## src/rtl/ctrl_output_conditioner.sv

```systemverilog
// Output conditioner for DAC channel 2: offset add, clamp, slew limit and
// offset-binary conversion, with a ramp-to-zero mode when disabled.
module ctrl_output_conditioner #(
  parameter int unsigned DATA_WIDTH = 16,
  parameter int unsigned STEP_WIDTH = 16
) (
  input  logic                  clk,
  input  logic                  reset,
  input  logic [DATA_WIDTH-1:0] in_data,
  input  logic                  in_valid,
  input  logic [DATA_WIDTH-1:0] offset,
  input  logic [DATA_WIDTH-1:0] limit_min,
  input  logic [DATA_WIDTH-1:0] limit_max,
  input  logic [STEP_WIDTH-1:0] max_step,
  input  logic                  enable,
  output logic [DATA_WIDTH-1:0] dac_data,
  output logic                  out_valid,
  output logic                  sat_hi,
  output logic                  sat_lo,
  output logic                  slew_active,
  output logic                  cfg_err
);

  localparam int unsigned SUM_W = DATA_WIDTH + 1;
  // diff needs DATA_WIDTH+2 bits; widen further if max_step is wider
  localparam int unsigned CW = ((DATA_WIDTH + 2) > (STEP_WIDTH + 1)) ?
                               (DATA_WIDTH + 2) : (STEP_WIDTH + 1);

  typedef enum logic {
    ST_TRACK     = 1'b0,
    ST_RAMP_DOWN = 1'b1
  } state_t;

  state_t r_state;
  state_t w_state_nxt;
  logic   w_s1_ramp;

  logic signed [SUM_W-1:0]      w_sum;
  logic                         r_s1_valid;
  logic                         r_s1_ramp;
  logic signed [SUM_W-1:0]      r_s1_sum;
  logic signed [DATA_WIDTH-1:0] r_s1_min;
  logic signed [DATA_WIDTH-1:0] r_s1_max;
  logic [STEP_WIDTH-1:0]        r_s1_step;

  logic signed [DATA_WIDTH-1:0] w_s2_target;
  logic                         w_s2_hi;
  logic                         w_s2_lo;
  logic                         w_s2_cfg;
  logic                         r_s2_valid;
  logic signed [DATA_WIDTH-1:0] r_s2_target;
  logic                         r_s2_hi;
  logic                         r_s2_lo;
  logic                         r_s2_cfg;
  logic [STEP_WIDTH-1:0]        r_s2_step;

  logic signed [DATA_WIDTH-1:0] r_cur;
  logic signed [CW-1:0]         w_diff;
  logic [CW-1:0]                w_abs;
  logic [CW-1:0]                w_step_ext;
  logic                         w_limit;
  logic [DATA_WIDTH-1:0]        w_cur_step;
  logic [DATA_WIDTH-1:0]        w_cur_nxt;

  // Mode FSM advances only on accepted samples
  always_ff @(posedge clk or posedge reset) begin
    if (reset) r_state <= ST_TRACK;
    else       r_state <= w_state_nxt;
  end

  always_comb begin
    w_state_nxt = r_state;
    w_s1_ramp   = 1'b0;
    if (in_valid) begin
      case (r_state)
        ST_TRACK:     if (!enable) w_state_nxt = ST_RAMP_DOWN;
        ST_RAMP_DOWN: if (enable)  w_state_nxt = ST_TRACK;
        default:      w_state_nxt = ST_TRACK;
      endcase
    end
    w_s1_ramp = (w_state_nxt == ST_RAMP_DOWN);
  end

  assign w_sum = $signed({in_data[DATA_WIDTH-1], in_data}) +
                 $signed({offset[DATA_WIDTH-1], offset});

  // S1: offset add and configuration capture
  always_ff @(posedge clk or posedge reset) begin
    if (reset) begin
      r_s1_valid <= 1'b0;
      r_s1_ramp  <= 1'b0;
      r_s1_sum   <= '0;
      r_s1_min   <= '0;
      r_s1_max   <= '0;
      r_s1_step  <= '0;
    end else begin
      r_s1_valid <= in_valid;
      if (in_valid) begin
        r_s1_ramp <= w_s1_ramp;
        r_s1_sum  <= w_s1_ramp ? '0 : w_sum;
        r_s1_min  <= $signed(limit_min);
        r_s1_max  <= $signed(limit_max);
        r_s1_step <= max_step;
      end
    end
  end

  // S2: clamp; a ramping sample targets zero and bypasses the window
  always_comb begin
    w_s2_target = r_s1_sum[DATA_WIDTH-1:0];
    w_s2_hi     = 1'b0;
    w_s2_lo     = 1'b0;
    w_s2_cfg    = 1'b0;
    if (r_s1_ramp) begin
      w_s2_target = '0;
    end else if (r_s1_min > r_s1_max) begin
      w_s2_target = r_s1_min;
      w_s2_cfg    = 1'b1;
    end else if (r_s1_sum > SUM_W'(r_s1_max)) begin
      w_s2_target = r_s1_max;
      w_s2_hi     = 1'b1;
    end else if (r_s1_sum < SUM_W'(r_s1_min)) begin
      w_s2_target = r_s1_min;
      w_s2_lo     = 1'b1;
    end
  end

  always_ff @(posedge clk or posedge reset) begin
    if (reset) begin
      r_s2_valid  <= 1'b0;
      r_s2_target <= '0;
      r_s2_hi     <= 1'b0;
      r_s2_lo     <= 1'b0;
      r_s2_cfg    <= 1'b0;
      r_s2_step   <= '0;
    end else begin
      r_s2_valid <= r_s1_valid;
      if (r_s1_valid) begin
        r_s2_target <= w_s2_target;
        r_s2_hi     <= w_s2_hi;
        r_s2_lo     <= w_s2_lo;
        r_s2_cfg    <= w_s2_cfg;
        r_s2_step   <= r_s1_step;
      end
    end
  end

  // S3: slew limit toward target
  assign w_diff     = CW'(r_s2_target) - CW'(r_cur);
  assign w_abs      = w_diff[CW-1] ? $unsigned(-w_diff) : $unsigned(w_diff);
  assign w_step_ext = CW'(r_s2_step);
  assign w_limit    = (r_s2_step != '0) && (w_abs > w_step_ext);
  assign w_cur_step = w_diff[CW-1] ? ($unsigned(r_cur) - DATA_WIDTH'(r_s2_step))
                                   : ($unsigned(r_cur) + DATA_WIDTH'(r_s2_step));
  assign w_cur_nxt  = w_limit ? w_cur_step : $unsigned(r_s2_target);

  always_ff @(posedge clk or posedge reset) begin
    if (reset) begin
      r_cur       <= '0;
      out_valid   <= 1'b0;
      sat_hi      <= 1'b0;
      sat_lo      <= 1'b0;
      slew_active <= 1'b0;
      cfg_err     <= 1'b0;
    end else begin
      out_valid <= r_s2_valid;
      if (r_s2_valid) begin
        r_cur       <= $signed(w_cur_nxt);
        sat_hi      <= r_s2_hi;
        sat_lo      <= r_s2_lo;
        slew_active <= w_limit;
        cfg_err     <= r_s2_cfg;
      end
    end
  end

  assign dac_data = {~r_cur[DATA_WIDTH-1], r_cur[DATA_WIDTH-2:0]};

endmodule

```

## config.mk

```make
export PLATFORM = sky130hd
export DESIGN_NAME = ctrl_output_conditioner
export DESIGN_NICKNAME = d
export VERILOG_FILES = /design/src/rtl/ctrl_output_conditioner.sv
export SDC_FILE = /design/constraint.sdc
export NUM_CORES = 1
export LEC_CHECK = 0
export BUFFER_PORTS_ARGS = -buffer_cell sky130_fd_sc_hd__clkbuf_2
export CORE_UTILIZATION = 45
export CTS_BUF_LIST = sky130_fd_sc_hd__clkbuf_16
export DETAILED_ROUTE_END_ITERATION = 10
export SYNTH_ARGS = -nofsm -noshare
export SYNTH_HDL_FRONTEND = slang
export SYNTH_SLANG_ARGS = --single-unit
export TNS_END_PERCENT = 20
```

## constraint.sdc

```tcl
create_clock -name clk -period 6.7 [get_ports clk]
set_input_delay 0.67 -clock clk [delete_from_list [all_inputs] [get_ports clk]]
set_output_delay 0.67 -clock clk [all_outputs]
set_load 0.02 [all_outputs]
```

# ---- Yosys cells after proc, flatten, opt, wreduce, memory -nomap -nowiden
# Index checks and enable logic that the tools add are counted.
dict set report totals {
  n_memories 0
  latchBits 0
  romBits 0
  ff_bits 125
  inputBits 84
  ramBits 0
}
dict set report op_classes {
  n_lt_le_gt_ge 4
  mux 19
  reduce_logical 2
  n_mul 0
  n_bitwise 1
  n_div 0
  add_sub_neg 5
  eq_ne 0
  shift 0
}
# op n
set ops {}
lappend ops {{$mux W16} 6}
lappend ops {{$gt A18 B16 Y1} 1}
lappend ops {{$mux W18} 1}
lappend ops {{$neg A17 Y18} 1}
lappend ops {{$add A16 B16 Y17} 1}
lappend ops {{$gt A17 B16 Y1} 1}
lappend ops {{$lt A17 B16 Y1} 1}
lappend ops {{$mux W17} 1}
lappend ops {{$sub A16 B16 Y17} 1}
lappend ops {{$add A16 B16 Y16} 1}
lappend ops {{$gt A16 B16 Y1} 1}
lappend ops {{$reduce_bool A16 Y1} 1}
lappend ops {{$sub A16 B16 Y16} 1}
lappend ops {{$mux W1} 11}
lappend ops {{$logic_and A1 B1 Y1} 1}
lappend ops {{$not A1 Y1} 1}

# ---- Logic depth before layout (Yosys ltp)
dict set report logic_depth {
  ltp_word 6
  mapped_depth 24
  ltp_nobuf 23
}

# ---- Worst setup path before layout
# Ideal clock, no wire load.
dict set report synth_path {
  path_type {reg-to-reg}
  startpoint {reg r_cur[0]}
  endpoint {reg r_cur[14]}
  path_buffers 2
  setup_ns 0.142
  slack_ns 1.777
  path_stages_with_launch 23
  period_less_slack_ns 4.923
  arrival_time_ns 4.781
  cell_sequence {dfrtp_1 -> ha_1 -> fa_1 -> nor2b_1 -> o2111a_1 -> o41a_1 -> o211ai_1 -> a211oi_1 -> or2_2 -> clkbuf_1 -> clkbuf_1 -> a21oi_1 -> fa_1 -> a21o_1 -> a21o_1 -> a21o_1 -> a31o_2 -> a211o_1 -> a31o_2 -> a21oi_1 -> xnor2_1 -> nand3_1 -> o221ai_1}
}
dict set report synth_via {
  elab_chain_cells 6
  word_cells_on_any_way 9
  cone_classes {4 x add/sub; 1 x order compare; 3 x mux; 1 x reduce/logical}
}
# element line_no
set synth_lines {}
lappend synth_lines {{from (decl)} 57} ;# logic signed [DATA_WIDTH-1:0] r_cur;
lappend synth_lines {{from (signal assigned)} 168} ;# r_cur <= $signed(w_cur_nxt);
lappend synth_lines {{$sub A16 B16 Y17} 149} ;# assign w_diff = CW'(r_s2_target) - CW'(r_cur);
lappend synth_lines {{$neg A17 Y18} 150} ;# assign w_abs = w_diff[CW-1] ? $unsigned(-w_diff) : $unsigned(w_diff);
lappend synth_lines {{$mux W18} 150}
lappend synth_lines {{$gt A18 B16 Y1} 152} ;# assign w_limit = (r_s2_step != '0) && (w_abs > w_step_ext);
lappend synth_lines {{$logic_and A1 B1 Y1} 152}
lappend synth_lines {{$mux W16 *} 155} ;# assign w_cur_nxt = w_limit ? w_cur_step : $unsigned(r_s2_target);
# Every way passes the cells marked *; elsewhere a longest branch is shown, timed or not.
# A chain may end at the register's enable or synchronous reset.

# ---- Worst setup path after layout
dict set report layout_path {
  startpoint {reg r_cur[1]}
  endpoint {reg slew_active}
}
dict set report layout_via {
  elab_chain_cells 5
}
# element line_no
set layout_lines {}
lappend layout_lines {{$sub A16 B16 Y17 *} 149}
lappend layout_lines {{$neg A17 Y18} 150}
lappend layout_lines {{$mux W18 *} 150}
lappend layout_lines {{$gt A18 B16 Y1 *} 152}
lappend layout_lines {{$logic_and A1 B1 Y1 *} 152}
lappend layout_lines {{to (signal assigned)} 171} ;# slew_active <= w_limit;
lappend layout_lines {{to (decl)} 20} ;# output logic slew_active,
# Marked as above.

==> summary.md <==
| Metric | Value |
|---|---|
| Layout cells sized above 1 | 0.156 |
| Area delta synth->final | 13.1% |
| Final Cycle Share | 0.790 |
| Tmin final | 5.30 ns |
| R2R Setup Slk | 1.40 ns |
| First-pass GRT wire length | ~38 mm |
| Pwr dens | 507 nW/um^2 |
| CP delay by family, top | compound AO/OA/AOI/OAI gates |
| Clock buffer count from CTS | 17 |
| CTS tree | yes |
| Outcome | finished clean |
| FP Rows | 52 |
| Final GP Congestion | 0.867 |
| Clock Sinks | 124 |
| Peak Freq | 189 MHz |
| Largest net degree at the start of global routing | 77 |
| FF-to-FF Start | r_cur[1]$_DFFE_PP0P_ |
| Resize count post-CTS | 0 |
| Commonest cells in the netlist | 124 x dfrtp_1, 114 x ha_1, 104 x nand2_1 |
| WP data required | 7.01 ns |
| Worst R2R End | slew_active$_DFFE_PP0P_ |
| Post-synth ARST share | 1.00 |
| Final net count | 1330 |
| Synthesized area | between 9000 and 10000 sq um |
| Clock transition at path regs | around 0.06 ns |
| Synth area leaders | dfrtp_1 33%, ha_1 15%, xnor2_1 4.4%, o21ai_0 4.2%, nand2_1 4.2% |
| Maximum vdd drop | 411 uV |
| Clock Skew | 0.00702 ns |
| CP arrival | ~5.6 ns |
| CP peak stage delay | 0.53 ns |
| Initial antenna violation count | 0 |
| DRT iter0 DRCs | 554 |
| Number of global-route vias before repair | 7377 |
| Die H | 146 um |
| DRT antenna net count | 0 |
| Slowest cell on the critical path | a2111oi_0 |
| Setup CP Type | flop to flop |
| DRT Pass-1 Iters | 5 |
| Clock root buffer | clkbuf_16 |
| Crit start category | flop |
| MaxCap Viol Count | 0 |
| CP most frequent cell | a21o_1 |
| Worst setup EP type | flop |
| RSZ-0062 raised after global routing | no |
| Crit path max fanout | 32 |
| Type of the worst min-delay path | input pin to async pin |
| Final Hold Viols | 0 |
| Final Max Tran Viols | 0 |
| Area leader, netlist | dfrtp_1 |
| Hpwl dp | approximately 17 mm |
| Post-DP Area | around 10000 sq um |
| Syn Nets | 1255 |
| Instance count on the critical path | 22 |
| GR Overflow Total | 0 |
| FF-to-FF path depth | 22 |
| CTS Buffer Depth | 2 |
| Cell area after layout | 10600 sq um |
| Crit path cell chain | inv_1 -> ha_1 -> nor2b_1 -> o31ai_1 -> a21oi_1 -> a2111oi_0 -> o21ai_0 -> a21boi_0 -> nand3_1 -> nand2_1 -> xnor2_1 -> ha_1 -> a21o_1 -> a21o_1 -> a21oi_1 -> o21ai_0 -> a21o_1 -> a221o_1 -> nand3_1 -> o31ai_4 -> buf_4 -> mux2_2 |
| Most common cell in the netlist | dfrtp_1 |
| Static Leak | roughly 5.0 nW |
| Buffers on Ports | roughly 100 |
| H-Tree Depth | 4 |
| Routed length per instance | approximately 16 um |
| Die area | 21400 sq um |
| Synthesis-stage register bit count | 124 |
| Starting Density | 0.461 |
| Skew-Pair Late Insertion Delay | 0.43 ns |
| Die width | about 150 um |
| Final setup violation count | 0 |
| Ys flop type | dfrtp_1 |
| Worst slew pin tran | 0.955 ns |
| Ant diodes | 0 |
| Core area | 20300 sq um |
| Synth top area share | 0.331 |
| Setup TNS | 0 ns |
| Routed WL | 23.0 mm |
| Via count | 7751 |
| Cells after Synth | 1054 |
| GR Util All Layers | 0.226 |
| Mean post-synth cell area | 8.89 sq um |
| YS warnings | 0 |
| Number of flops mapped to enable cells by yosys | 0 |
| IO Count | 105 |
| Setup bufs post-CTS | 0 |
| Total power | 5.37 mW |
| Drc violations | 0 |
| Number of vias per cell | about 5.5 |
| Max_slew headroom | 0.363 |
| Distinct cells, synth | 66 |
| # hold bufs at CTS | 0 |
| Buf+Inv Stages, Crit Path | 2 |
| Seq/Total Area, Yosys | 0.331 |
-- kinds of logic after synthesis --
kind of cell / share of synthesized area
muxes: 0.0284
AOI/OAI and AO/OA: 0.219
DFF: 0.331
xor gates and xnor gates: 0.0580
and+or+nand+nor: 0.134
buffers and inverters: 0.0703
adders and majority gates: 0.159
-- state kept, by name (all words and copies together) (netlist names) --
signal and cells:
cfg_err 1, out_valid 1, r_cur 16, r_s1_max 16, r_s1_min 16, r_s1_ramp 1
r_s1_step 16, r_s1_sum 17, r_s1_valid 1, r_s2_cfg 1, r_s2_hi 1, r_s2_lo 1
r_s2_step 16, r_s2_target 16, r_s2_valid 1, sat_hi 1, sat_lo 1, slew_active 1
-- final cells by class --
cell class                 instances  area, sq um
clock buffer                      17          425
clock inverter                    15          149
fill                            1982         9700
inverter                         102          385
multi-input combinational        772         5610
sequential                       124         3100
tap                              270          338
timing repair buffer             112          583
-- layer usage --
metal | global-route usage | vias to the layer above | routed length, um | share of wire
met2 | 0.351 | 148 | 10100 | 0.44
li1 | - | 3955 | - | -
met4 | 0.0568 | 0 | 279 | 0.012
met5 | 0 | - | 0 | 0
met1 | 0.324 | 3631 | 11600 | 0.50
met3 | 0.0388 | 17 | 943 | 0.041
-- through the flow --
stage,std cells,worst slack [ns],hold WS (ns),utilization
6_report,1412,1.40,0.418,0.522
4_1_cts,1412,1.40,0.445,0.522
3_3_place_gp,1380,1.58,0.463,0.494
5_1_grt,1412,0.998,0.453,0.522
2_1_floorplan,1054,1.78,0.352,-
3_5_place_dp,1380,1.45,0.468,0.494
-- placed cells by master (no fill, tap or decap), types with 18 or more instances in the layout --
master / count
a21o_1: 25
a21oi_1: 60
clkbuf_2: 103
dfrtp_1: 124
ha_1: 114
inv_1: 101
mux2_2: 21
nand2_1: 104
nand3_1: 35
nor2_1: 50
o21ai_0: 78
o41ai_1: 18
xnor2_1: 47
-- power breakdown --
group | leakage [nW] | internal (mW) | switching, mW
registers | 1.55 | 0.884 | 0.129
logic | 3.21 | 1.47 | 1.97
clock network | 0.277 | 0.546 | 0.369
total | 5.04 | 2.90 | 2.47
-- worst max path at each step --
stage	startpoint	end	slack, ns
floorplan	r_cur[0]$_DFFE_PP0P_	r_cur[14]$_DFFE_PP0P_	1.78
global placement	r_cur[2]$_DFFE_PP0P_	slew_active$_DFFE_PP0P_	1.58
detailed placement	r_cur[1]$_DFFE_PP0P_	slew_active$_DFFE_PP0P_	1.45
CTS	r_cur[1]$_DFFE_PP0P_	slew_active$_DFFE_PP0P_	1.40
global route	r_cur[1]$_DFFE_PP0P_	r_cur[12]$_DFFE_PP0P_	1.0
finish	r_cur[1]$_DFFE_PP0P_	slew_active$_DFFE_PP0P_	1.40
No activity file was read; power rests on OpenSTA's default activity.
